[config.mk]
export PLATFORM = sky130hd
export DESIGN_NAME = core_sequencer
export DESIGN_NICKNAME = d
export VERILOG_FILES = /design/src/rtl/core_sequencer.sv
export SDC_FILE = /design/constraint.sdc
export NUM_CORES = 1
export LEC_CHECK = 0
export ABC_AREA = 1
export ABC_CLOCK_PERIOD_IN_PS = 3800
export CORE_UTILIZATION = 40
export DETAILED_ROUTE_END_ITERATION = 6
export HOLD_SLACK_MARGIN = 0.08
export PLACE_DENSITY = 0.73
export SKIP_CTS_REPAIR_TIMING = 1
export SLEW_MARGIN = 25
export SYNTH_ARGS = -nofsm -noshare
export SYNTH_HDL_FRONTEND = slang
export SYNTH_SLANG_ARGS = --single-unit
export TNS_END_PERCENT = 5
[constraint.sdc]
create_clock -name clk -period 3.8 [get_ports clk]
set_input_delay 0.38 -clock clk [delete_from_list [all_inputs] [get_ports clk]]
set_output_delay 0.38 -clock clk [all_outputs]
set_load 0.05 [all_outputs]
[src/rtl/core_sequencer.sv]
`default_nettype none
// ============================================================================
// Module      : core_sequencer
// Description : Multi-cycle sequencer for the R.O.E core. Owns the program
//               counter and instruction register, and steps every 9-bit
//               instruction through FETCH, DECODE, EXEC, optional MEM and WB.
//               Turns decoder enables into single-cycle strobes and runs the
//               data-memory request/acknowledge handshake with a timeout.
// Ports       : clk, reset_n          - clock, async active-low reset
//               start, start_addr     - (re)start execution at start_addr
//               imem_addr, imem_rdata - instruction fetch (comb. read)
//               instr                 - instruction register to decoder
//               reg_write, mem_read,
//               mem_write             - decoder enables for instr
//               branch_taken,
//               branch_target         - next-PC selection, sampled in WB
//               rf_we                 - register-file write strobe
//               dmem_req, dmem_we,
//               dmem_ack, ld_en       - data-memory handshake
//               busy, done, fault     - run status
//               instr_count           - retired instructions (saturating)
// Revision    : 1.0 - initial release
// ============================================================================
module core_sequencer #(
    parameter int          PC_W        = 10,
    parameter int          MEM_TIMEOUT = 16,
    parameter logic [8:0]  HALT_INSTR  = 9'h1FF
) (
    input  logic            clk,
    input  logic            reset_n,
    input  logic            start,
    input  logic [PC_W-1:0] start_addr,
    output logic [PC_W-1:0] imem_addr,
    input  logic [8:0]      imem_rdata,
    output logic [8:0]      instr,
    input  logic            reg_write,
    input  logic            mem_read,
    input  logic            mem_write,
    input  logic            branch_taken,
    input  logic [PC_W-1:0] branch_target,
    output logic            rf_we,
    output logic            dmem_req,
    output logic            dmem_we,
    input  logic            dmem_ack,
    output logic            ld_en,
    output logic            busy,
    output logic            done,
    output logic            fault,
    output logic [15:0]     instr_count
);

    // One spare bit so the counter can hold MEM_TIMEOUT itself and the
    // increment constant below never needs a zero-width replication.
    localparam int                   c_WAIT_W   = $clog2(MEM_TIMEOUT + 1) + 1;
    localparam logic [c_WAIT_W-1:0]  c_TIMEOUT  = c_WAIT_W'(MEM_TIMEOUT);
    localparam logic [c_WAIT_W-1:0]  c_WAIT_ONE = {{(c_WAIT_W-1){1'b0}}, 1'b1};
    localparam logic [PC_W-1:0]      c_PC_ONE   = {{(PC_W-1){1'b0}}, 1'b1};

    typedef enum logic [2:0] {
        S_IDLE   = 3'd0,
        S_FETCH  = 3'd1,
        S_DECODE = 3'd2,
        S_EXEC   = 3'd3,
        S_MEM    = 3'd4,
        S_WB     = 3'd5,
        S_HALTED = 3'd6,
        S_FAULT  = 3'd7
    } state_t;

    state_t              r_state;
    state_t              w_state_nxt;
    logic [PC_W-1:0]     r_pc;
    logic [8:0]          r_instr;
    logic [15:0]         r_count;
    logic [c_WAIT_W-1:0] r_wait;

    logic                w_idle_like;
    logic                w_start_ok;
    logic                w_is_halt;
    logic                w_timeout;
    logic                w_retire;
    logic [c_WAIT_W-1:0] w_wait_inc;

    assign w_idle_like = (r_state == S_IDLE) || (r_state == S_HALTED) || (r_state == S_FAULT);
    assign w_start_ok  = start && w_idle_like;
    assign w_is_halt   = (r_instr == HALT_INSTR);
    assign w_wait_inc  = r_wait + c_WAIT_ONE;
    // This MEM cycle is the MEM_TIMEOUT-th one without an acknowledge.
    assign w_timeout   = (w_wait_inc >= c_TIMEOUT);
    // A halt retires in DECODE; every other instruction retires in WB.
    assign w_retire    = ((r_state == S_DECODE) && w_is_halt) || (r_state == S_WB);

    // ------------------------------------------------------------------
    // State register
    // ------------------------------------------------------------------
    always_ff @(posedge clk or negedge reset_n) begin
        if (!reset_n) begin
            r_state <= S_IDLE;
        end else begin
            r_state <= w_state_nxt;
        end
    end

    // ------------------------------------------------------------------
    // Next-state and output decode (outputs gated by the registered state)
    // ------------------------------------------------------------------
    always_comb begin
        w_state_nxt = r_state;
        rf_we       = 1'b0;
        dmem_req    = 1'b0;
        dmem_we     = 1'b0;
        ld_en       = 1'b0;
        busy        = 1'b1;
        done        = 1'b0;
        fault       = 1'b0;

        case (r_state)
            S_IDLE: begin
                busy = 1'b0;
                if (start) w_state_nxt = S_FETCH;
            end
            S_HALTED: begin
                busy = 1'b0;
                done = 1'b1;
                if (start) w_state_nxt = S_FETCH;
            end
            S_FAULT: begin
                busy  = 1'b0;
                fault = 1'b1;
                if (start) w_state_nxt = S_FETCH;
            end
            S_FETCH: begin
                w_state_nxt = S_DECODE;
            end
            S_DECODE: begin
                w_state_nxt = w_is_halt ? S_HALTED : S_EXEC;
            end
            S_EXEC: begin
                if (mem_read && mem_write) begin
                    w_state_nxt = S_FAULT;
                end else if (mem_read || mem_write) begin
                    w_state_nxt = S_MEM;
                end else begin
                    w_state_nxt = S_WB;
                end
            end
            S_MEM: begin
                dmem_req = 1'b1;
                dmem_we  = mem_write;
                ld_en    = dmem_ack && mem_read;
                // An acknowledge on the timeout cycle still completes the access.
                if (dmem_ack) begin
                    w_state_nxt = S_WB;
                end else if (w_timeout) begin
                    w_state_nxt = S_FAULT;
                end
            end
            S_WB: begin
                rf_we       = reg_write;
                w_state_nxt = S_FETCH;
            end
            default: begin
                w_state_nxt = S_IDLE;
            end
        endcase
    end

    // ------------------------------------------------------------------
    // PC, instruction register, retire counter, MEM wait counter
    // ------------------------------------------------------------------
    always_ff @(posedge clk or negedge reset_n) begin
        if (!reset_n) begin
            r_pc    <= '0;
            r_instr <= '0;
            r_count <= '0;
            r_wait  <= '0;
        end else begin
            if (w_start_ok) begin
                r_pc <= start_addr;
            end else if (r_state == S_WB) begin
                // PC + 1 wraps naturally at the top of the address space.
                r_pc <= branch_taken ? branch_target : (r_pc + c_PC_ONE);
            end

            if (r_state == S_FETCH) begin
                r_instr <= imem_rdata;
            end

            if (w_start_ok) begin
                r_count <= '0;
            end else if (w_retire && (r_count != 16'hFFFF)) begin
                r_count <= r_count + 16'd1;
            end

            if (r_state == S_EXEC) begin
                r_wait <= '0;
            end else if ((r_state == S_MEM) && !dmem_ack) begin
                r_wait <= w_wait_inc;
            end
        end
    end

    assign imem_addr   = r_pc;
    assign instr       = r_instr;
    assign instr_count = r_count;

endmodule
`default_nettype wire
==> results by group, run 1 <==
Die
  – CORE AREA: approximately 6900 sq um
  – I/O pin cnt: 79
  – DIE AREA: 7660 sq um
  – Die width: 87.5 um
  – Initial Utilization: a little over two fifths
  – Num rows: 30
  – Die Y: 87.5 um

Routing
  – DR DRC count: 0
  – Routed len/inst: 12.6 um
  – Iter 0 DRT Violations: 178
  – Via/cell ratio: 5.00
  – Vias post-DR: ~3000
  – DRT Pass-1 Iters: 4
  – Final WL: 7.48 mm
  – Post-route ant nets: 0

Timing
  – Final Hold Viols: 0
  – Post-layout min period: 2.53 ns
  – Hold WS: roughly 0.077 ns
  – Slew of the pin with the lowest slew margin: 0.722 ns
  – Slew HR: 51.7%
  – Final period util: approximately two thirds
  – Setup violations, final: 0
  – Peak Freq: just under 400 MHz
  – RSZ-0062 raised after global routing: false
  – Pins Over Slew Limit: 0
  – Fin Clk Skew: 0.00396 ns
  – Post-route setup TNS: 0 ns

Global routing
  – GR Overflow Total: 0
  – Global-route wire length before repair: 12.8 mm
  – Overall routing resource usage: a little over a fifth
  – Largest net degree at the start of global routing: between 40 and 50
  – Vias in the first global route: 2813
  – Initial antenna violation count: 0

Yosys
  – Register area share after synthesis: 37.7%
  – Post-synth top flop: dfrtp_1
  – Yosys reg bits: 44
  – Synthesized Nets: 460
  – Cell taking the most area after synthesis: dfrtp_1
  – Post-synth ARST share: between 90% and 100%
  – Library cells used by synthesis: 34
  – Synth Instances: ~420
  – Cell with the most instances after synthesis: nand2_1
  – EDFF count, synth: 0
  – Post-synth top cells: 154 x nand2_1, 49 x nand3_1, 44 x dfrtp_1, 36 x nor2_1, 34 x inv_1
  – Top cells by area, synth: dfrtp_1 38%, nand2_1 20%, nand3_1 8.4%, nor2_1 4.6%, inv_1 4.4%
  – Syn avg cell area: 6.98 sq um
  – Synth warn: 0
  – Synth top area share: about 38%
  – Cell Area, Synth: 2920 sq um

Placement
  – Hpwl dp: 5.56 mm
  – Dpl cell area: approximately 3800 sq um
  – Port buffer count: 78
  – Routability Congestion: 0.886
  – Cell count after placement: 584

Worst setup path
  – CP max FO: 8
  – Setup crit start: r_state[2]
  – Reg2Reg Launch Point: r_state[1]
  – Crit path kind: flip-flop to primary output
  – Critical Path AT: 2.15 ns
  – Startpoint Class: flip-flop
  – Worst-case reg-to-reg path depth: 8
  – Reg2reg end: imem_addr[1]
  – Worst R2R Setup Slack: between 1.5 and 2 ns
  – CP Capture Type: primary output
  – Critical path required time: 3.42 ns

Run
  – Max-cap violations: 0

Clock network
  – Cts bufs inserted: 5
  – Worst-path clk slew: 0.08 ns
  – H-tree lvl count: 2
  – CTS sink count: 44
  – Maximum root-to-sink buffer count: 2
  – Worst-Skew Late Latency: between 0.2 and 0.3 ns
  – CTS tree: done
  – Root buf cell: clkbuf_8

Layout
  – Post-route cell area: 3850 sq um
  – Post-route insts no fill: about 600
  – N_diodes: 0
  – NumNets Final: 536
  – Number of fill cells: 653
  – Share of post-route cells with drive strength above 1: 7.26%
  – P&R area growth vs syn: 31.5%

Power and ir drop
  – Worst VDD drop: 0.376 mV
  – Leakage power: 1.82 nW
  – Final Total Pwr: approximately 0.0028 W
  – Power per standard cell area: 737 nW/um^2

Min path
  – HP Class: input pin to asynchronous set/reset pin

Outcome
  – Status: complete, no violations
==> worst max-delay path, stage by stage (launching register included) <==
cell and delay, ns:
dfrtp_1 0.53, inv_2 0.12, nor2_4 0.18, inv_1 0.11, nor2_1 0.11, clkdlybuf4s50_1 0.81
==> routing by layer <==
metal | part of all wire, % | global-route usage (%) | up-vias
li1 | - | - | 1498
met1 | 46 | 27.7 | 1364
met2 | 47 | 35.2 | 93
met3 | 6.4 | 3.51 | 4
met4 | 0.76 | 6.56 | 0
met5 | 0 | 0 | -
==> placed cells by master (no fill, tap or decap), drive strengths merged, types with 4 or more instances in the layout <==
master / count
a21oi: 10
clkbuf: 5
clkdlybuf4s50: 77
dfrtp: 44
ha: 4
inv: 38
nand2: 163
nand3: 49
nand4: 14
nor2: 42
o21ai: 13
o21bai: 7
or2: 8
xnor2: 4
xor2: 4
==> logic make-up after synthesis <==
kind of cell / after synthesis / synth area share [%]
flip-flops: 44 / 37.7
multiplexers: 1 / 0.342
adder cells (fa/ha/maj): 4 / 1.71
AO/OA/AOI/OAI: 35 / 7.10
AND/OR/NAND/NOR: 278 / 43.2
buffers and inverters: 49 / 7.62
XOR/XNOR: 8 / 2.40
==> where the power goes <==
part	switching [W]	leakage, nW	internal [W]	total, W
Sequential	0.000230	0.575	0.000636	0.000867
Combinational	0.00112	1.21	0.000551	0.00167
Clock	0.000168	0.0404	0.000130	0.000298
==> through the flow <==
stage,util [%],setup WS (ns)
finish,55.4,1.27
floorplan,-,1.58
global placement,54.0,1.59
detailed placement,54.0,1.58
global route,55.4,1.17
CTS,55.4,1.25
==> state kept, by name (all words and copies together), names as in the netlist <==
signal and flops:
instr_count 16, imem_addr 10, instr 9, r_wait 6
r_state 3
==> final cells by class <==
cell class / instances / area (sq um) / area share, %
clock buffers: 5 / 68.8 / 1.79
clock inverters: 3 / 23.8 / 0.618
inverters: 39 / 146 / 3.81
multi-input cells: 326 / 1600 / 41.6
flip-flops and latches: 44 / 1100 / 28.6
well taps: 96 / 120 / 3.12
repair buffers: 79 / 786 / 20.4
==> worst max-delay path by stage <==
| stage | end | slack (ns) |
|---|---|---|
| floorplan | r_state[1] | 1.58 |
| global placement | rf_we | 1.59 |
| detailed placement | rf_we | 1.58 |
| CTS | rf_we | 1.25 |
| global route | ld_en | 1.17 |
| finish | ld_en | 1.27 |
No activity file was read; power rests on OpenSTA's default activity.
==> run 2, diff against run 1 <==
Settings changed: ABC_CLOCK_PERIOD_IN_PS 3800 to 2200, PLACE_DENSITY 0.73 to 0.76.
Clock period 3.8 ns to 2.2 ns, I/O delays scaled along.
==> results by group, run 2 (synthesis gave the netlist of run 1 again) <==
Global routing
  – Overall routing resource usage: around 20%
  – Largest net degree at the start of global routing: 22
  – Global-route wire length before repair: roughly 12 mm
  – Initial antenna violation count: 0
  – Vias in the first global route: about 2700
  – GR Overflow Total: 0

Outcome
  – Status: complete, no violations

Run
  – Max-cap violations: 0

Power and ir drop
  – Internal: roughly 0.0024 W
  – Seq pwr share: 29.6%
  – Net Switching: approximately 0.0026 W
  – Worst VDD drop: 0.672 mV
  – Clock power frac: 12.7%
  – Comb pwr share: 57.8%
  – Switching Share: between 50% and 60%
  – Power per standard cell area: 1290 nW/um^2
  – Leakage power: 1.88 nW

Timing
  – Fin Clk Skew: 0.00655 ns
  – Hold WS: 0.407 ns
  – Post-route setup TNS: 0 ns
  – Slew of the pin with the lowest slew margin: around 0.52 ns
  – Pins Over Slew Limit: 0
  – Peak Freq: 477 MHz
  – Final period util: ~95%
  – Setup violations, final: 0
  – RSZ-0062 raised after global routing: false
  – Post-layout min period: roughly 2.1 ns
  – Slew HR: 65.1%
  – Setup ws final: 0.103 ns
  – Final Hold Viols: 0

Worst setup path
  – Critical path required time: 1.98 ns
  – Critical Path AT: ~1.9 ns
  – CP Capture Type: primary output
  – Top delay family on crit path: buffers and inverters
  – CP max FO: 8
  – Biggest cell delay along the critical path: 0.82 ns
  – Startpoint Class: flip-flop
  – Slowest CP cell: clkdlybuf4s50_1
  – Crit path kind: flip-flop to primary output
  – Worst-path cell chain: inv_2, nor2_1, clkdlybuf4s50_1
  – CP bufs+invs: 2

Routing
  – Post-route ant nets: 0
  – Vias post-DR: 2979
  – Via/cell ratio: 4.99
  – Routed len/inst: 12.2 um
  – DR DRC count: 0
  – Final WL: 7.28 mm
  – Iter 0 DRT Violations: approximately 170
  – DRT Pass-1 Iters: 4

Die
  – Die Y: 87.5 um
  – CORE AREA: 6940 sq um
  – Initial Utilization: 42.1%
  – Die width: 87.5 um
  – DIE AREA: 7660 sq um
  – I/O pin cnt: between 70 and 80
  – Num rows: 30

Layout
  – P&R area growth vs syn: 33.3%
  – N_diodes: 0
  – Max reg flops: 16
  – Most frequent cells in the layout: 154 x nand2_1, 72 x clkdlybuf4s50_1, 49 x nand3_1, 44 x dfrtp_1, 36 x nor2_1
  – NumNets Final: 541
  – Commonest non-fill, non-tap cell in the layout: nand2_1
  – Post-route cell area: 3900 sq um
  – Share of post-route cells with drive strength above 1: ~9%

Clock network
  – CTS tree: done
  – H-tree lvl count: 2
  – Worst-Skew Late Latency: 0.30 ns
  – Maximum root-to-sink buffer count: 2
  – Worst-path clk slew: 0.09 ns
  – CTS sink count: 44
  – Root buf cell: clkbuf_8
  – Cts bufs inserted: 5

Placement
  – Hpwl dp: approximately 5.4 mm
  – Worst slack at placement: 0.363 ns
  – Dpl cell area: 3770 sq um
  – Routability Congestion: 0.892
  – Port buffer count: 78

Min path
  – HP Class: input pin to asynchronous set/reset pin
-- run 2: changes by cell type in the layout (fill, tap and decap cells not counted) --
cell             before  now
buf_4                 2    9
clkdlybuf4s50_1      77   72
buf_2                 0    1
bufinv_16             0    1
clkinv_4              1    0
clkinvlp_4            2    1
dlygate4sd3_1         0    1
dlymetal6s2s_1        0    1
inv_6                 0    1
o21ai_0              12   11
o21ai_1               0    1
-- run 2: layout make-up --
class / count / area (sq um)
Sequential cell: 44 / 1100
Inverter: 39 / 146
Clock inverter: 3 / 46.3
Fill cell: 646 / 3050
Timing Repair Buffer: 84 / 816
Tap cell: 96 / 120
Multi-Input combinational cell: 326 / 1600
Clock buffer: 5 / 68.8
-- run 2: path summary, 6_finish.rpt --
path | startpoint | slack [ns] | endpoint | depth (start not counted)
min in group clk | imem_rdata[3] | 0.45 | instr[3] | 3
min | reset_n | 0.41 | imem_addr[3] | 2
max | r_state[2] | 0.10 | fault | 3
max in group asynchronous | reset_n | 1.21 | instr[5] | 3
max reg2reg | r_state[1] | 0.40 | instr_count[12] | 8
min reg2reg | instr[7] | 0.51 | instr[7] | 2
-- run 2: metal layers --
metal  track usage, %  vias to the layer above  wire length (um)  share of wire, %
li1                 -                     1503                 -                 -
met4             4.77                        0                67              0.92
met2             33.2                      108              3320                46
met1             27.3                     1362              3420                47
met3             3.41                        6               473               6.5
met5                0                        -                 0                 0
-- run 2: power groups by stage --
stage | clock network, W | registers, W | logic [W]
after floorplan | 0 | 0.00222 | 0.00129
after global placement | 0 | 0.00149 | 0.00286
after detailed placement | 0 | 0.00150 | 0.00291
after CTS | 0.000652 | 0.00148 | 0.00292
after global routing | 0.000685 | 0.00153 | 0.00316
final | 0.000637 | 0.00149 | 0.00291
-- run 2: metrics by stage --
| step | cells | util [%] | total power, W |
|---|---|---|---|
| after floorplan | 419 | - | 0.00351 |
| after global placement | 588 | 54.3 | 0.00435 |
| after detailed placement | 588 | 54.3 | 0.00440 |
| after CTS | 596 | 56.0 | 0.00506 |
| after global routing | 597 | 56.1 | 0.00538 |
| final | 597 | 56.1 | 0.00503 |
==> run 3, diff against run 2 <==
Settings changed: CORE_ASPECT_RATIO set to 0.9.
==> results by group, run 3 (synthesis gave the netlist of run 1 again) <==
Timing
  – Fin Clk Skew: 0.00697 ns
  – Setup violations, final: 0
  – Slew HR: roughly 65%
  – Setup ws final: between 0.1 and 0.15 ns
  – Pins Over Slew Limit: 0
  – Peak Freq: approximately 480 MHz
  – Post-route setup TNS: 0 ns
  – Post-layout min period: 2.08 ns
  – Final period util: 94.5%
  – Final Hold Viols: 0
  – Slew of the pin with the lowest slew margin: 0.521 ns
  – RSZ-0062 raised after global routing: false

Worst setup path
  – Critical Path AT: 1.86 ns
  – CP max FO: 8
  – Reg2Reg Launch Point: r_state[1]
  – Crit path kind: flip-flop to primary output
  – Worst-case reg-to-reg path depth: 8
  – CP Capture Type: primary output
  – Reg2reg end: instr_count[15]
  – Critical path required time: 1.98 ns
  – Startpoint Class: flip-flop
  – Worst R2R Setup Slack: about 0.41 ns

Clock network
  – Worst-Skew Late Latency: 0.30 ns
  – Root buf cell: clkbuf_8
  – Cts bufs inserted: 5
  – H-tree lvl count: 2
  – CTS sink count: 44
  – Maximum root-to-sink buffer count: 2
  – Worst-path clk slew: 0.09 ns
  – CTS tree: done

Layout
  – Share of post-route cells with drive strength above 1: 8.78%
  – P&R area growth vs syn: 32.6%
  – N_diodes: 0
  – Commonest non-fill, non-tap cell in the layout: nand2_1
  – Most frequent cells in the layout: 154 x nand2_1, 72 x clkdlybuf4s50_1, 49 x nand3_1, 44 x dfrtp_1, 36 x nor2_1
  – Max reg flops: 16
  – NumNets Final: 541
  – Number of fill cells: 688

Global routing
  – GR Overflow Total: 0
  – Vias in the first global route: between 2000 and 3000
  – Overall routing resource usage: about a fifth
  – Global-route wire length before repair: around 13 mm
  – Largest net degree at the start of global routing: 22
  – Initial antenna violation count: 0

Power and ir drop
  – Leakage power: 1.87 nW
  – Seq pwr share: 30.1%
  – Power per standard cell area: 1270 nW/um^2
  – Switching Share: between 50 and 60%
  – Comb pwr share: 58.8%
  – Net Switching: 0.00263 W
  – Worst VDD drop: 0.641 mV
  – Clock power frac: 11.1%
  – Internal: 0.00231 W

Routing
  – Via/cell ratio: 5.08
  – Post-route ant nets: 0
  – Vias post-DR: between 3000 and 4000
  – Iter 0 DRT Violations: between 100 and 150
  – Final WL: around 7.4 mm
  – DR DRC count: 0
  – DRT Pass-1 Iters: 4
  – Routed len/inst: 12.5 um

Min path
  – HP Class: input pin to asynchronous set/reset pin

Outcome
  – Status: complete, no violations

Placement
  – Routability Congestion: around 0.9
  – Port buffer count: 78
  – Hpwl dp: between 5 and 6 mm
  – Worst slack at placement: 0.359 ns

Die
  – Die Y: 83.1 um
  – DIE AREA: 7660 sq um
  – Num rows: 29
  – CORE AREA: ~7100 sq um
  – Die width: 92.1 um
  – Initial Utilization: 41.3%
  – I/O pin cnt: 79

Run
  – Max-cap violations: 0
[run 3: cell types whose count changed in the layout (fill, tap and decap cells not counted), sizes merged]
cell	change
inv	-1
clkinvlp	+1
clkbuf	+1
bufinv	-1
[run 3: layout make-up]
class,instances,area [sq um],area share [%]
clock inverter,2,15.0,0.387
clock buffer,6,82.6,2.13
sequential,44,1100,28.4
tap,93,116,3.00
inverter,39,146,3.78
multi-input combinational,326,1600,41.3
timing repair buffer,84,816,21.0
[run 3: power groups by stage]
stage,clock network [W],registers [W],logic [W]
global placement,0,0.00148,0.00287
detailed placement,0,0.00150,0.00291
global route,0.000598,0.00154,0.00314
finish,0.000551,0.00149,0.00290
CTS,0.000563,0.00148,0.00292
floorplan,0,0.00222,0.00129
[run 3: worst max path at each step]
| stage | slack, ns | endpoint | from |
|---|---|---|---|
| global placement | 0.42 | dmem_req | r_state[2] |
| floorplan | 0.28 | dmem_we | r_state[1] |
| CTS | 0.02 | dmem_req | r_state[2] |
| global route | 0.04 | fault | r_state[2] |
| detailed placement | 0.36 | dmem_req | r_state[2] |
| finish | 0.12 | fault | r_state[2] |
[run 3: routing by layer]
| metal | vias to the layer above | wire, um | track usage [%] |
|---|---|---|---|
| li1 | 1508 | - | - |
| met1 | 1378 | 3430 | 26.9 |
| met2 | 120 | 3410 | 33.2 |
| met3 | 11 | 502 | 4.85 |
| met4 | 0 | 103 | 6.39 |
| met5 | - | 0 | 0 |
[run 3: metrics by stage]
stage / hold WS, ns / instance area (sq um) / utilization (%) / cells / power (W)
detailed placement: 0.124 / 3770 / 53.2 / 585 / 0.00441
global route: 0.361 / 3880 / 54.8 / 594 / 0.00528
finish: 0.335 / 3880 / 54.8 / 594 / 0.00494
floorplan: -0.0756 / 2920 / - / 419 / 0.00351
CTS: -0.202 / 3860 / 54.6 / 593 / 0.00497
global placement: 0.122 / 3770 / 53.2 / 585 / 0.00435
[run 3: worst max-delay path, stage by stage, from the launching register on]
cell,delay [ns]
dfrtp_1,0.52
inv_2,0.12
nor2_1,0.12
clkdlybuf4s50_1,0.81
